==> config.mk <==
export PLATFORM = sky130hd
export DESIGN_NAME = xyolo_write_ctrl
export DESIGN_NICKNAME = d
export VERILOG_FILES = /design/src/rtl/xyolo_write_ctrl.sv
export SDC_FILE = /design/constraint.sdc
export NUM_CORES = 1
export LEC_CHECK = 0
export BUFFER_PORTS_ARGS = -buffer_cell sky130_fd_sc_hd__clkbuf_2
export CORE_MARGIN = 2
export CORE_UTILIZATION = 50
export DETAILED_ROUTE_END_ITERATION = 12
export PLACE_DENSITY = 0.68
export REMOVE_ABC_BUFFERS = 1
export SLEW_MARGIN = 20
export SYNTH_ARGS = -nofsm -noshare
export SYNTH_HDL_FRONTEND = slang
export SYNTH_SLANG_ARGS = --single-unit
==> constraint.sdc <==
create_clock -name clk -period 9.4 [get_ports clk]
set_clock_uncertainty 0.2 [all_clocks]
set_input_delay 1.41 -clock clk [delete_from_list [all_inputs] [get_ports clk]]
set_output_delay 1.41 -clock clk [all_outputs]
set_load 0.05 [all_outputs]
==> src/rtl/xyolo_write_ctrl.sv <==
// -----------------------------------------------------------------------------
// xyolo_write_ctrl
//
// Sequencer for the YOLO write stage of one conv tile. For every output pixel it
// walks a KxK window over the vread memory (one read per cycle, no bubbles),
// tags the first and last kernel element, and delays those tags to line up
// with the datapath:
//   ld_acc      = first tag, RD_LAT cycles after the read
//   ld_res      = last tag,  RD_LAT+1 cycles after the read
//   vwrite_enB  = RES_LAT cycles after ld_res
// Each result is written to vwrite memory at wr_base + result index.
// Address arithmetic uses only adders and wraps modulo the address width.
//
// Optional feature (macro XYOLO_WRITE_CTRL_MAXPOOL_EN):
//   With cfg_maxpool=1, ld_mp pulses with every ld_res and only every 4th result
//   (plus a trailing partial group) is written; the write address advances once
//   per group. Without the macro ld_mp is tied low and every result is written.
//
// Ports
//   clk, rst (async, active-high)
//   run                  start pulse, latches cfg_* (ignored while busy)
//   cfg_rd_base          vread address of the first window element
//   cfg_ker_w/ker_h      kernel size (0 treated as 1)
//   cfg_row_incr         address step between kernel rows
//   cfg_out_incr         window base step between outputs
//   cfg_n_out            number of outputs (0: short done-low pulse only)
//   cfg_wr_base          vwrite address of the first result
//   cfg_maxpool          group results by 4 (macro builds only)
//   vread_enB/addrB      vread memory read port
//   w_en/w_addr          weight fetch, w_addr = ky*ker_w + kx
//   ld_acc/ld_mp/ld_res  xyolo load strobes
//   vwrite_enB/addrB     vwrite memory write port
//   done                 1 when idle, 0 from run until the last write retired
// -----------------------------------------------------------------------------
module xyolo_write_ctrl #(
  parameter int ADDR_W  = 10,
  parameter int WADDR_W = 10,
  parameter int CNT_W   = 10,
  parameter int RD_LAT  = 2,
  parameter int RES_LAT = 2
) (
  input  logic                 clk,
  input  logic                 rst,
  input  logic                 run,
  input  logic [ADDR_W-1:0]    cfg_rd_base,
  input  logic [CNT_W-1:0]     cfg_ker_w,
  input  logic [CNT_W-1:0]     cfg_ker_h,
  input  logic [ADDR_W-1:0]    cfg_row_incr,
  input  logic [ADDR_W-1:0]    cfg_out_incr,
  input  logic [CNT_W-1:0]     cfg_n_out,
  input  logic [WADDR_W-1:0]   cfg_wr_base,
  input  logic                 cfg_maxpool,
  output logic                 vread_enB,
  output logic [ADDR_W-1:0]    vread_addrB,
  output logic                 w_en,
  output logic [2*CNT_W-1:0]   w_addr,
  output logic                 ld_acc,
  output logic                 ld_mp,
  output logic                 ld_res,
  output logic                 vwrite_enB,
  output logic [WADDR_W-1:0]   vwrite_addrB,
  output logic                 done
);

  // Delay-line lengths: bit k of a line is visible k+1 cycles after the read.
  localparam int FL = RD_LAT;
  localparam int LL = RD_LAT + 1;
  localparam int WL = RD_LAT + RES_LAT + 1;

  typedef enum logic [1:0] {S_IDLE, S_ISSUE, S_DRAIN} state_t;

  state_t               r_state;
  logic                 r_done;

  // Latched configuration
  logic [CNT_W-1:0]     r_kw_m1, r_kh_m1, r_nout_m1;
  logic [ADDR_W-1:0]    r_row_incr, r_out_incr;

  // Counters describe the element currently presented on the read port
  logic [CNT_W-1:0]     r_kx, r_ky, r_out;
  logic [ADDR_W-1:0]    r_obase, r_rbase;

  // Read-port registers and tags of the element currently being read
  logic                 r_vread_en;
  logic [ADDR_W-1:0]    r_vread_addr;
  logic [2*CNT_W-1:0]   r_eidx;
  logic                 r_first, r_last, r_wtag;

  // Tag delay lines
  logic [FL-1:0]        r_first_sh;
  logic [LL-1:0]        r_last_sh;
  logic [WL-1:0]        r_wr_sh;

  // Write address: r_wnext is the address of the next write to retire
  logic [WADDR_W-1:0]   r_wnext, r_waddr;

  logic                 w_mp;

  // Next-element computation
  logic                 w_kx_end, w_ky_end, w_out_end, w_final;
  logic [CNT_W-1:0]     w_kx_nx, w_ky_nx, w_out_nx;
  logic [ADDR_W-1:0]    w_obase_nx, w_rbase_nx, w_addr_nx;
  logic [2*CNT_W-1:0]   w_eidx_nx;
  logic                 w_first_nx, w_last_nx, w_wtag_nx;

  // First-element values derived straight from cfg on the run cycle
  logic [CNT_W-1:0]     w_cfg_kw_m1, w_cfg_kh_m1, w_cfg_nout_m1;
  logic                 w_cfg_last0, w_cfg_wtag0;
  logic                 w_lines_empty;

`ifdef XYOLO_WRITE_CTRL_MAXPOOL_EN
  logic                 r_mp;
  logic                 r_ld_mp;
  assign w_mp  = r_mp;
  assign ld_mp = r_ld_mp;
`else
  logic                 w_unused_maxpool;
  assign w_mp             = 1'b0;
  assign ld_mp            = 1'b0;
  assign w_unused_maxpool = cfg_maxpool;
`endif

  assign w_cfg_kw_m1   = (cfg_ker_w == '0) ? '0 : cfg_ker_w - CNT_W'(1);
  assign w_cfg_kh_m1   = (cfg_ker_h == '0) ? '0 : cfg_ker_h - CNT_W'(1);
  assign w_cfg_nout_m1 = cfg_n_out - CNT_W'(1);
  assign w_cfg_last0   = (w_cfg_kw_m1 == '0) && (w_cfg_kh_m1 == '0);
`ifdef XYOLO_WRITE_CTRL_MAXPOOL_EN
  assign w_cfg_wtag0   = w_cfg_last0 && (!cfg_maxpool || (w_cfg_nout_m1 == '0));
`else
  assign w_cfg_wtag0   = w_cfg_last0;
`endif

  assign w_kx_end  = (r_kx  == r_kw_m1);
  assign w_ky_end  = (r_ky  == r_kh_m1);
  assign w_out_end = (r_out == r_nout_m1);
  assign w_final   = w_kx_end && w_ky_end && w_out_end;

  always_comb begin
    w_kx_nx    = r_kx;
    w_ky_nx    = r_ky;
    w_out_nx   = r_out;
    w_obase_nx = r_obase;
    w_rbase_nx = r_rbase;
    w_addr_nx  = r_vread_addr;
    w_eidx_nx  = r_eidx;
    w_first_nx = 1'b0;
    if (!w_kx_end) begin
      // next element in the same kernel row
      w_kx_nx   = r_kx + CNT_W'(1);
      w_addr_nx = r_vread_addr + ADDR_W'(1);
      w_eidx_nx = r_eidx + (2*CNT_W)'(1);
    end else if (!w_ky_end) begin
      // next kernel row of the same window
      w_kx_nx    = '0;
      w_ky_nx    = r_ky + CNT_W'(1);
      w_rbase_nx = r_rbase + r_row_incr;
      w_addr_nx  = r_rbase + r_row_incr;
      w_eidx_nx  = r_eidx + (2*CNT_W)'(1);
    end else begin
      // first element of the next output window
      w_kx_nx    = '0;
      w_ky_nx    = '0;
      w_out_nx   = r_out + CNT_W'(1);
      w_obase_nx = r_obase + r_out_incr;
      w_rbase_nx = r_obase + r_out_incr;
      w_addr_nx  = r_obase + r_out_incr;
      w_eidx_nx  = '0;
      w_first_nx = 1'b1;
    end
    w_last_nx = (w_kx_nx == r_kw_m1) && (w_ky_nx == r_kh_m1);
    // In maxpool mode only the 4th result of a group, or the very last result, is written
    w_wtag_nx = w_last_nx &&
                (!w_mp || (w_out_nx[1:0] == 2'b11) || (w_out_nx == r_nout_m1));
  end

  // Nothing in flight apart from a write retiring this cycle
  assign w_lines_empty = !r_vread_en && (r_first_sh == '0) && (r_last_sh == '0) &&
                         (r_wr_sh[WL-2:0] == '0);

  always_ff @(posedge clk or posedge rst) begin
    if (rst) begin
      r_state      <= S_IDLE;
      r_done       <= 1'b1;
      r_kw_m1      <= '0;
      r_kh_m1      <= '0;
      r_nout_m1    <= '0;
      r_row_incr   <= '0;
      r_out_incr   <= '0;
      r_kx         <= '0;
      r_ky         <= '0;
      r_out        <= '0;
      r_obase      <= '0;
      r_rbase      <= '0;
      r_vread_en   <= 1'b0;
      r_vread_addr <= '0;
      r_eidx       <= '0;
      r_first      <= 1'b0;
      r_last       <= 1'b0;
      r_wtag       <= 1'b0;
      r_first_sh   <= '0;
      r_last_sh    <= '0;
      r_wr_sh      <= '0;
      r_wnext      <= '0;
      r_waddr      <= '0;
`ifdef XYOLO_WRITE_CTRL_MAXPOOL_EN
      r_mp         <= 1'b0;
      r_ld_mp      <= 1'b0;
`endif
    end else begin
      // ---- issue stage: FSM and read port ----
      case (r_state)
        S_IDLE: begin
          if (run) begin
            r_kw_m1    <= w_cfg_kw_m1;
            r_kh_m1    <= w_cfg_kh_m1;
            r_nout_m1  <= w_cfg_nout_m1;
            r_row_incr <= cfg_row_incr;
            r_out_incr <= cfg_out_incr;
            r_wnext    <= cfg_wr_base;
            r_done     <= 1'b0;
`ifdef XYOLO_WRITE_CTRL_MAXPOOL_EN
            r_mp       <= cfg_maxpool;
`endif
            if (cfg_n_out == '0) begin
              r_state <= S_DRAIN;
            end else begin
              // element 0 is presented in the first ISSUE cycle
              r_state      <= S_ISSUE;
              r_kx         <= '0;
              r_ky         <= '0;
              r_out        <= '0;
              r_obase      <= cfg_rd_base;
              r_rbase      <= cfg_rd_base;
              r_vread_en   <= 1'b1;
              r_vread_addr <= cfg_rd_base;
              r_eidx       <= '0;
              r_first      <= 1'b1;
              r_last       <= w_cfg_last0;
              r_wtag       <= w_cfg_wtag0;
            end
          end
        end
        S_ISSUE: begin
          if (w_final) begin
            r_state    <= S_DRAIN;
            r_vread_en <= 1'b0;
            r_first    <= 1'b0;
            r_last     <= 1'b0;
            r_wtag     <= 1'b0;
          end else begin
            r_kx         <= w_kx_nx;
            r_ky         <= w_ky_nx;
            r_out        <= w_out_nx;
            r_obase      <= w_obase_nx;
            r_rbase      <= w_rbase_nx;
            r_vread_addr <= w_addr_nx;
            r_eidx       <= w_eidx_nx;
            r_first      <= w_first_nx;
            r_last       <= w_last_nx;
            r_wtag       <= w_wtag_nx;
          end
        end
        S_DRAIN: begin
          if (w_lines_empty) begin
            r_state <= S_IDLE;
            r_done  <= 1'b1;
          end
        end
        default: r_state <= S_IDLE;
      endcase

      // ---- tag delay lines ----
      r_first_sh <= FL'({r_first_sh, r_first});
      r_last_sh  <= LL'({r_last_sh, r_last});
      r_wr_sh    <= WL'({r_wr_sh, r_wtag});
`ifdef XYOLO_WRITE_CTRL_MAXPOOL_EN
      r_ld_mp    <= r_last_sh[RD_LAT-1] & r_mp;
`endif

      // ---- write stage: address for the write retiring next cycle ----
      if (r_wr_sh[WL-2]) begin
        r_waddr <= r_wnext;
        r_wnext <= r_wnext + WADDR_W'(1);
      end
    end
  end

  assign vread_enB    = r_vread_en;
  assign vread_addrB  = r_vread_addr;
  assign w_en         = r_vread_en;
  assign w_addr       = r_eidx;
  assign ld_acc       = r_first_sh[FL-1];
  assign ld_res       = r_last_sh[LL-1];
  assign vwrite_enB   = r_wr_sh[WL-1];
  assign vwrite_addrB = r_waddr;
  assign done         = r_done;

endmodule

## Yosys cells after proc, flatten, opt, wreduce, memory -nomap -nowiden

Index checks and enable logic that the tools add are counted.

| word-level totals | value |
|---|---|
| bits in registers | 166 |
| input port bits | 74 |
| output and inout bits | 47 |
| logic and storage cells | 134 |

| operators by class | value |
|---|---|
| $add $sub $neg | 11 |
| eq/ne operators | 14 |
| multiplexer cells | 57 |
| reduce and logical (&&, ||, !) cells | 30 |

Operators by type and width:

| operator | number |
|---|---|
| two-way mux 10 bit | 25 |
| case mux 10 bit (2 select lines) | 6 |
| two-way mux 20 bit | 5 |
| adder 10 x 1 -> 10 bit, second input constant | 5 |
| == test 10 bit | 5 |
| logical NOT 10 bit | 5 |
| case mux 20 bit (2 select lines) | 1 |
| subtractor 10 x 1 -> 10 bit, second input constant | 3 |
| adder 10 bit | 2 |
| adder 20 x 1 -> 20 bit, second input constant | 1 |
| != test 2 bit, second input constant | 7 |
| two-way mux 1 bit | 11 |
| AND reduction 3 bit | 3 |
| two-way mux 2 bit | 4 |
| case mux 1 bit (2 select lines) | 4 |
| AND reduction 4 bit | 2 |
| nonzero test 2 bit | 4 |
| logical AND 1 bit | 7 |
| case mux 2 bit (3 select lines) | 1 |
| AND reduction 6 bit | 1 |
| AND reduction 5 bit | 1 |
| logical NOT 2 bit | 2 |
| logical NOT 4 bit | 1 |
| AND reduction 2 bit | 2 |
| other kinds (4) | 4 |

## Logic depth before layout (Yosys ltp)

Gate-level depths: netlist of the first run.

| depth | value |
|---|---|
| word-level depth | 7 |
| depth in mapped cells | 12 |

## Worst setup path after synthesis of the first run

Ideal clock, no wire load.

| path | value |
|---|---|
| path kind | input-to-reg |
| start point | input port cfg_n_out[4] |
| end point | register r_eidx[8], in the netlist w_addr[8] |
| library setup time | 0.132 ns |
| arrival time | 3.394 ns |
| required time | 9.068 ns |
| slack | 5.674 ns |
| stages on the path | 10 |
| path buffers | 1 |
| cell sequence | or4_1 nor4_2 o21a_1 a41o_1 inv_2 and2_1 clkbuf_1 nand4_1 xor2_1 nor2_1 |

| between the ends | value |
|---|---|
| word-level cells in the longest chain between the ends | 3 |

RTL lines:

| element | line | text |
|---|---|---|
| from (decl) | 50 | `input logic [CNT_W-1:0] cfg_n_out,` |
| logical NOT 10 bit | 224 | `if (cfg_n_out == '0) begin` |
| != test 2 bit (no source line) | -- |  |
| AND reduction 4 bit (no source line) | -- |  |
| to (signal assigned) | 257 | `r_eidx <= w_eidx_nx;` |
| to (decl) | 86 | `logic [2*CNT_W-1:0] r_eidx;` |

No other way between the ends.
A chain may end at the register's enable or synchronous reset.

## Worst setup path in the final report of the first run

| path | value |
|---|---|
| start point | input port cfg_n_out[4] |
| end point | register r_vread_addr[3], in the netlist vread_addrB[3] |

| between the ends | value |
|---|---|
| word-level cells in the longest chain between the ends | 3 |

RTL lines:

| element | line | text |
|---|---|---|
| logical NOT 10 bit | 224 |  |
| != test 2 bit (no source line) | -- |  |
| AND reduction 4 bit (no source line) | -- |  |
| to (signal assigned) | 235 | `r_vread_addr <= cfg_rd_base;` |
| to (signal assigned) | 256 | `r_vread_addr <= w_addr_nx;` |
| to (decl) | 85 | `logic [ADDR_W-1:0] r_vread_addr;` |

No other way between the ends.

==> results of run 1 <==
logic make-up (layout without fill, tap and decap cells):
kind of cell / count (synthesis) / count (layout)
compound gates: 229 / 229
xor+xnor: 108 / 108
fa+ha+maj: 30 / 30
buf+inv: 80 / 186
flops: 163 / 163
mux: 21 / 21
other cells: 1 / 1
simple gates: 454 / 454
area by class of cell:
class / count / area share
multi-input combinational: 843 / 0.470
timing repair buffer: 127 / 0.0605
tap: 234 / 0.0269
inverter: 27 / 0.00978
sequential: 163 / 0.375
clock inverter: 9 / 0.0143
clock buffer: 23 / 0.0430
layout by cell type (no fill, tap or decap), drive strengths merged, types with 5 or more instances in the layout:
cell type / synthesis / routed
nor2b: 6 / 6
inv: 27 / 27
a21oi: 54 / 54
or3: 9 / 9
buf: 19 / 9
nor4: 14 / 14
a22o: 6 / 6
nand2b: 10 / 10
and3: 12 / 12
xnor2: 60 / 60
a31oi: 15 / 15
a22oi: 5 / 5
nand4: 14 / 14
nor3: 26 / 26
o21ai: 68 / 68
nand3b: 5 / 5
dfrtp: 162 / 162
xor2: 48 / 48
nand2: 196 / 196
clkbuf: 34 / 141
mux2: 13 / 13
ha: 27 / 27
mux2i: 8 / 8
nand3: 41 / 41
o211ai: 5 / 5
o22ai: 10 / 10
o31ai: 20 / 20
o21a: 6 / 6
nor2: 99 / 99
and2: 6 / 6
power breakdown:
group          leakage, nW  switching, mW  internal (mW)  total [mW]
registers             2.05         0.0971          0.777       0.874
logic                 2.61          0.404          0.262       0.665
clock network        0.290          0.277          0.458       0.735
total                 4.95          0.778           1.50        2.28
routing by layer:
metal | global-route usage | vias to the layer above | wire (um)
li1 | - | 4000 | -
met1 | 0.321 | 3756 | 10700
met2 | 0.372 | 188 | 10600
met3 | 0.0296 | 27 | 929
met4 | 0.0753 | 0 | 356
met5 | 0 | - | 0
metrics by stage:
step                      worst slack (ns)  cells  instance area, sq um
after global routing                  4.76   1426                 10900
after floorplan                       3.39   1033                  9280
final                                 5.00   1426                 10900
after detailed placement              4.60   1394                 10200
after global placement                4.61   1394                 10200
after CTS                             5.04   1426                 10900
worst max path at each step:
stage | endpoint | start | slack (ns)
final | vread_addrB[3]$_DFFE_PP0P_ | cfg_n_out[4] | 5.00
after global routing | vread_addrB[3]$_DFFE_PP0P_ | cfg_n_out[4] | 4.76
after CTS | vread_addrB[3]$_DFFE_PP0P_ | cfg_n_out[4] | 5.04
after detailed placement | vread_addrB[3]$_DFFE_PP0P_ | cfg_n_out[4] | 4.60
after global placement | vread_addrB[3]$_DFFE_PP0P_ | cfg_n_out[4] | 4.61
after floorplan | r_first$_DFFE_PP0P_ | rst | 3.39
critical path: cells and delay by family:
kind            cells  cell delay (ns)
compound gates      4             0.92
buf+inv             3             0.66
simple gates        3             1.54
==> summary.txt, run 1 <==
Clock network
  • Clk_lat worst skew: 0.43 ns
  • Root Driver: clkbuf_16
  • Clk pin slew, worst setup/hold paths: 0.06 ns
  • Clk sinks: 163
  • Inserted Clock Buffers: 17
  • CTS tree: done
  • CTS H-tree lvls: 4
  • Post-CTS Setup Inserts: 0
  • Cts repair resizes: 0
  • Clock Tree Buf Depth: 2
  • Hold buffers post-CTS: 0

Timing
  • Tcrit/Tclk final: 0.468
  • # setup viols final: 0
  • Min Tclk post-route: 4.40 ns
  • Min Hold Slack: 0.170 ns
  • Max-slew headroom: 0.369
  • RSZ-0062 raised after global routing: false
  • Max frequency: 227 MHz
  • Final Max Slew Viols: 0
  • Final Hold Fails: 0
  • Fin Setup TNS: 0 ns
  • Measured slew at the worst slew-check pin: 0.947 ns

Cells and area
  • # diodes: 0
  • Area of the multi-input gates: 5110 sq um
  • Register area: 4080 sq um
  • Area growth from synthesis to layout: 14.2%
  • Final Util: 0.581
  • # nets final: 1,282
  • # fillers: 1,699
  • Number of flip-flops under the largest register name: 20
  • Layout cells sized above 1: 0.160

Floorplan
  • Std-Cell Rows: 50
  • Starting Density: 0.509
  • I/O pins: 121
  • Die area: 20,200 sq um
  • Core area: 18,700 sq um
  • Chip Width: 142 um
  • Chip Height: 142 um

Detailed routing
  • Detailed-route via count: 7,971
  • Drt pass-1 iters: 5
  • WL/cell: 15.8 um
  • Total Wirelength: 22,600 um
  • ANT nets after route: 0
  • # DRC: 0
  • Vias/cell: 5.59
  • 1st-iter DRT viols: 459

Power
  • Pwr Total: 2.28 mW
  • VDD IR max: 135 uV
  • Pwr/cell area: 209 nW/um^2
  • P_leak: 4.95 nW

Logic synthesis
  • Synth Area in Simple Gates: 0.219
  • Synth cell types: 71
  • Top-count cell post-synth: nand2_1
  • Yosys reg bits: 163
  • Cells after synthesis: 1,086
  • Number of synthesized flops with an enable pin: 0
  • Avg Inst Size Synth: 8.77 sq um
  • Synth Flop Type: dfrtp_1
  • Cell Area, Synth: 9520 sq um
  • Mux cell area share after synthesis: 0.0238
  • Async SR Flop Fraction: 1.00
  • Synth Area in XOR/XNOR: 0.100
  • Compound-Gate Fraction of Synth Area: 0.152
  • Adder-Cell Fraction of Synth Area: 0.0407
  • Synthesis Warnings: 0
  • Post-synthesis sequential area ratio: 0.429
  • Largest area contributor in the netlist: dfrtp_1
  • Yosys top cell area share: 0.426
  • Largest family of logic cells by synthesized area: simple AND/OR/NAND/NOR gates
  • Synth top cells by count: nand2_1, dfrtp_1, nor2_1, o21ai_0, xnor2_1
  • Synth top area cells: dfrtp_1, nand2_1, xnor2_1

Critical path
  • RR Endpoint: vread_addrB[3]$_DFFE_PP0P_
  • Critical path cell sequence: clkbuf_2, or4_1, nor4_2, o21a_1, a41o_1, buf_4, inv_2, nand2_1, o22ai_1, a31oi_1
  • Nature of the critical path endpoint: flop
  • Crit Path Max Fanout: 30
  • Flop2flop setup slack: 5.74 ns
  • CP peak stage delay: 0.60 ns
  • Setup CP Type: in -> reg
  • Worst reg2reg path depth: 9
  • CP required: 9.55 ns
  • CP max stage cell: or4_1
  • CP startpoint kind: primary input
  • Worst r2r src: r_kx[5]$_DFFE_PP0P_
  • CP arrival: 4.55 ns

Place
  • DP Wirelength: 16,000 um
  • Port bufs: 118
  • Placer Congestion: 0.889

Flow run
  • Max-cap violation count: 0

Outcome
  • Run status: finished, final reports clean

Hold path
  • Worst hold stages: 0
  • Hold crit path type: reg -> reg
  • Hold Path End: r_first_sh[1]$_DFF_PP0_
  • Worst Hold Launch: r_first_sh[0]$_DFF_PP0_

Global route
  • Total track usage: 0.229
  • First-pass GRT wire length: 37,000 um
  • GRT overflow: 0
  • Vias in the first global route: 7,382
  • Initial antenna violation count: 0
  • Largest net degree at the start of global routing: 96
Power figures use the tool's default switching activity.
==> run 2, diff against run 1 <==
==> constraint.sdc (replaced) <==
create_clock -name clk -period 4.2 [get_ports clk]
set_clock_uncertainty 0.2 [all_clocks]
set_input_delay 0.63 -clock clk [delete_from_list [all_inputs] [get_ports clk]]
set_output_delay 0.63 -clock clk [all_outputs]
set_load 0.05 [all_outputs]
==> run 2 against run 1 <==
Net effect: sequential power up 120%; core utilization up 0.22 points; register-to-register slack worse by 4.9 ns; largest cell class unchanged; highest routed layer unchanged.
==> summary.txt, run 2 (synthesis gave the netlist of run 1 again) <==
Cells and area
  • Finished Layout Cells: 1,432 (+0.42%)
  • # nets final: 1,288 (+0.47%)
  • Most frequent cells in the layout: nand2_1, dfrtp_1, clkbuf_2
  • Number of flip-flops under the largest register name: 20 (unchanged)
  • Area growth from synthesis to layout: 14.6%
  • Layout cells sized above 1: 0.165 (+0.00504)
  • # diodes: 0 (unchanged)
  • # fillers: 1,697 (-0.12%)
  • Most common library cell in the layout ignoring fill and taps: nand2_1

Global route
  • Vias in the first global route: 7,578 (+2.7%)
  • Largest net degree at the start of global routing: 83 (-14%)
  • First-pass GRT wire length: 38,200 um (+3.0%)
  • Total track usage: 0.237 (+0.00781)
  • GRT overflow: 0 (unchanged)
  • Initial antenna violation count: 0 (unchanged)

Power
  • Sw Share: 0.342 (about the same)
  • P_leak: 4.99 nW (+0.82%)
  • Pwr/cell area: 468 nW/um^2 (+120%)
  • Pwr Total: 5.10 mW (+120%)
  • P_sw: 1.75 mW (+120%)
  • VDD IR max: 262 uV (+94%)
  • Pint: 3.36 mW (+120%)
  • Clock share of power: 0.322 (about the same)
  • Part of the power in registers: 0.385 (about the same)
  • Logic gate share of total power: 0.293 (about the same)

Place
  • Placer Congestion: 0.886 (-0.29%)
  • DP Wirelength: 16,500 um (+2.8%)
  • Post-Place Worst Slack: 0.703 ns (-3.90 ns)
  • Placed Cells: 1,400 (+0.43%)
  • Port bufs: 118 (unchanged)

Clock network
  • Clock Tree Buf Depth: 2 (unchanged)
  • Hold buffers post-CTS: 0 (unchanged)
  • Clk_lat worst skew: 0.43 ns (about the same)
  • CTS H-tree lvls: 4 (unchanged)
  • Root Driver: clkbuf_16
  • Clk pin slew, worst setup/hold paths: 0.06 ns (about the same)
  • Post-CTS Setup Inserts: 0 (unchanged)
  • CTS tree: done
  • Cts repair resizes: 0 (unchanged)
  • Clk sinks: 163 (unchanged)
  • Inserted Clock Buffers: 17 (unchanged)

Detailed routing
  • 1st-iter DRT viols: 516 (+12%)
  • WL/cell: 16.1 um (+1.5%)
  • Total Wirelength: 23,000 um (+1.9%)
  • Drt pass-1 iters: 6 (+1)
  • # DRC: 0 (unchanged)
  • Vias/cell: 5.64 (+0.82%)
  • Detailed-route via count: 8,070 (+1.2%)
  • ANT nets after route: 0 (unchanged)

Critical path
  • Worst reg2reg path depth: 8 (-1)
  • CP peak stage delay: 0.61 ns (about the same)
  • Crit Path Max Fanout: 14 (-53%)
  • CP startpoint kind: flop
  • Critical path cell sequence: xor2_1, nor4_1, and3_1, nand4_1, xor2_1, mux2_2, a2111o_1, o31ai_1
  • CP required: 4.33 ns (-5.22 ns)
  • CP arrival: 3.45 ns (-1.10 ns)
  • RR Endpoint: r_wtag$_DFFE_PP0P_
  • CP max stage cell: and3_1
  • Nature of the critical path endpoint: flop
  • Worst r2r src: r_kx[3]$_DFFE_PP0P_
  • Flop2flop setup slack: 0.89 ns (-4.85 ns)
  • Setup CP Type: reg -> reg
  • Worst path most repeated cell: xor2_1

Timing
  • Fin Setup TNS: 0 ns (unchanged)
  • # setup viols final: 0 (unchanged)
  • Max-slew headroom: 0.369 (+0.000657)
  • Final Max Slew Viols: 0 (unchanged)
  • Tcrit/Tclk final: 0.789
  • Final Hold Fails: 0 (unchanged)
  • Fin worst setup slack: 0.885 ns (-4.11 ns)
  • Max frequency: 302 MHz
  • RSZ-0062 raised after global routing: false
  • Measured slew at the worst slew-check pin: 0.946 ns (-0.000985 ns)
  • Min Tclk post-route: 3.31 ns

Floorplan
  • Core area: 18,700 sq um (unchanged)
  • Die area: 20,200 sq um (unchanged)
  • Starting Density: 0.509 (unchanged)
  • Chip Width: 142 um (unchanged)
  • I/O pins: 121 (unchanged)
  • Std-Cell Rows: 50 (unchanged)
  • Chip Height: 142 um (unchanged)

Outcome
  • Run status: finished, final reports clean

Hold path
  • Hold crit path type: in -> async

Flow run
  • Max-cap violation count: 0 (unchanged)
-- run 2: worst max-delay path: cells and delay by family, from the launching register on --
| family | cells | cell delay [ns] |
|---|---|---|
| DFF | 1 | 0.46 |
| and+or+nand+nor | 3 | 1.23 |
| AOI/OAI and AO/OA | 2 | 0.56 |
| xor gates and xnor gates | 2 | 0.41 |
| muxes | 1 | 0.35 |
-- run 2: how the worst max path moves through the flow --
| stage | to | depth (start not counted) | start |
|---|---|---|---|
| CTS | r_wtag$_DFFE_PP0P_ | 8 | r_kx[3]$_DFFE_PP0P_ |
| global placement | vread_addrB[7]$_DFFE_PP0P_ | 9 | cfg_n_out[4] |
| finish | r_wtag$_DFFE_PP0P_ | 8 | r_kx[3]$_DFFE_PP0P_ |
| global route | r_wtag$_DFFE_PP0P_ | 8 | r_kx[5]$_DFFE_PP0P_ |
| detailed placement | vread_addrB[3]$_DFFE_PP0P_ | 9 | cfg_n_out[4] |
| floorplan | r_first$_DFFE_PP0P_ | 1 | rst |
-- run 2: area by class of cell --
class,count,area [sq um],share of cell area
flip-flops and latches,163,4080,0.374
inverters,27,106,0.00975
repair buffers,133,703,0.0644
multi-input cells,843,5110,0.468
well taps,234,293,0.0268
clock inverters,10,155,0.0142
clock buffers,22,464,0.0425
-- run 2: per-layer routing --
metal	vias up	GRT usage	share of wire
li1	4015	-	-
met1	3808	0.326	0.47
met2	206	0.384	0.47
met3	41	0.0363	0.040
met4	0	0.0847	0.020
met5	-	0	0
-- run 2: power by group through the flow --
| stage | sequential, mW | combinational, mW | clock (mW) |
|---|---|---|---|
| floorplan | 2.10 | 0.971 | 0 |
| global placement | 1.98 | 1.46 | 0 |
| detailed placement | 1.98 | 1.49 | 0 |
| CTS | 1.96 | 1.50 | 1.67 |
| global route | 1.99 | 1.66 | 1.74 |
| finish | 1.96 | 1.49 | 1.64 |
-- run 2: through the flow --
| stage | area [sq um] | utilization | hold slack [ns] |
|---|---|---|---|
| after detailed placement | 10300 | 0.550 | 0.163 |
| after CTS | 10900 | 0.583 | 0.155 |
| after global routing | 10900 | 0.583 | 0.179 |
| after global placement | 10300 | 0.550 | 0.157 |
| final | 10900 | 0.583 | 0.0856 |
| after floorplan | 9280 | - | 0.146 |
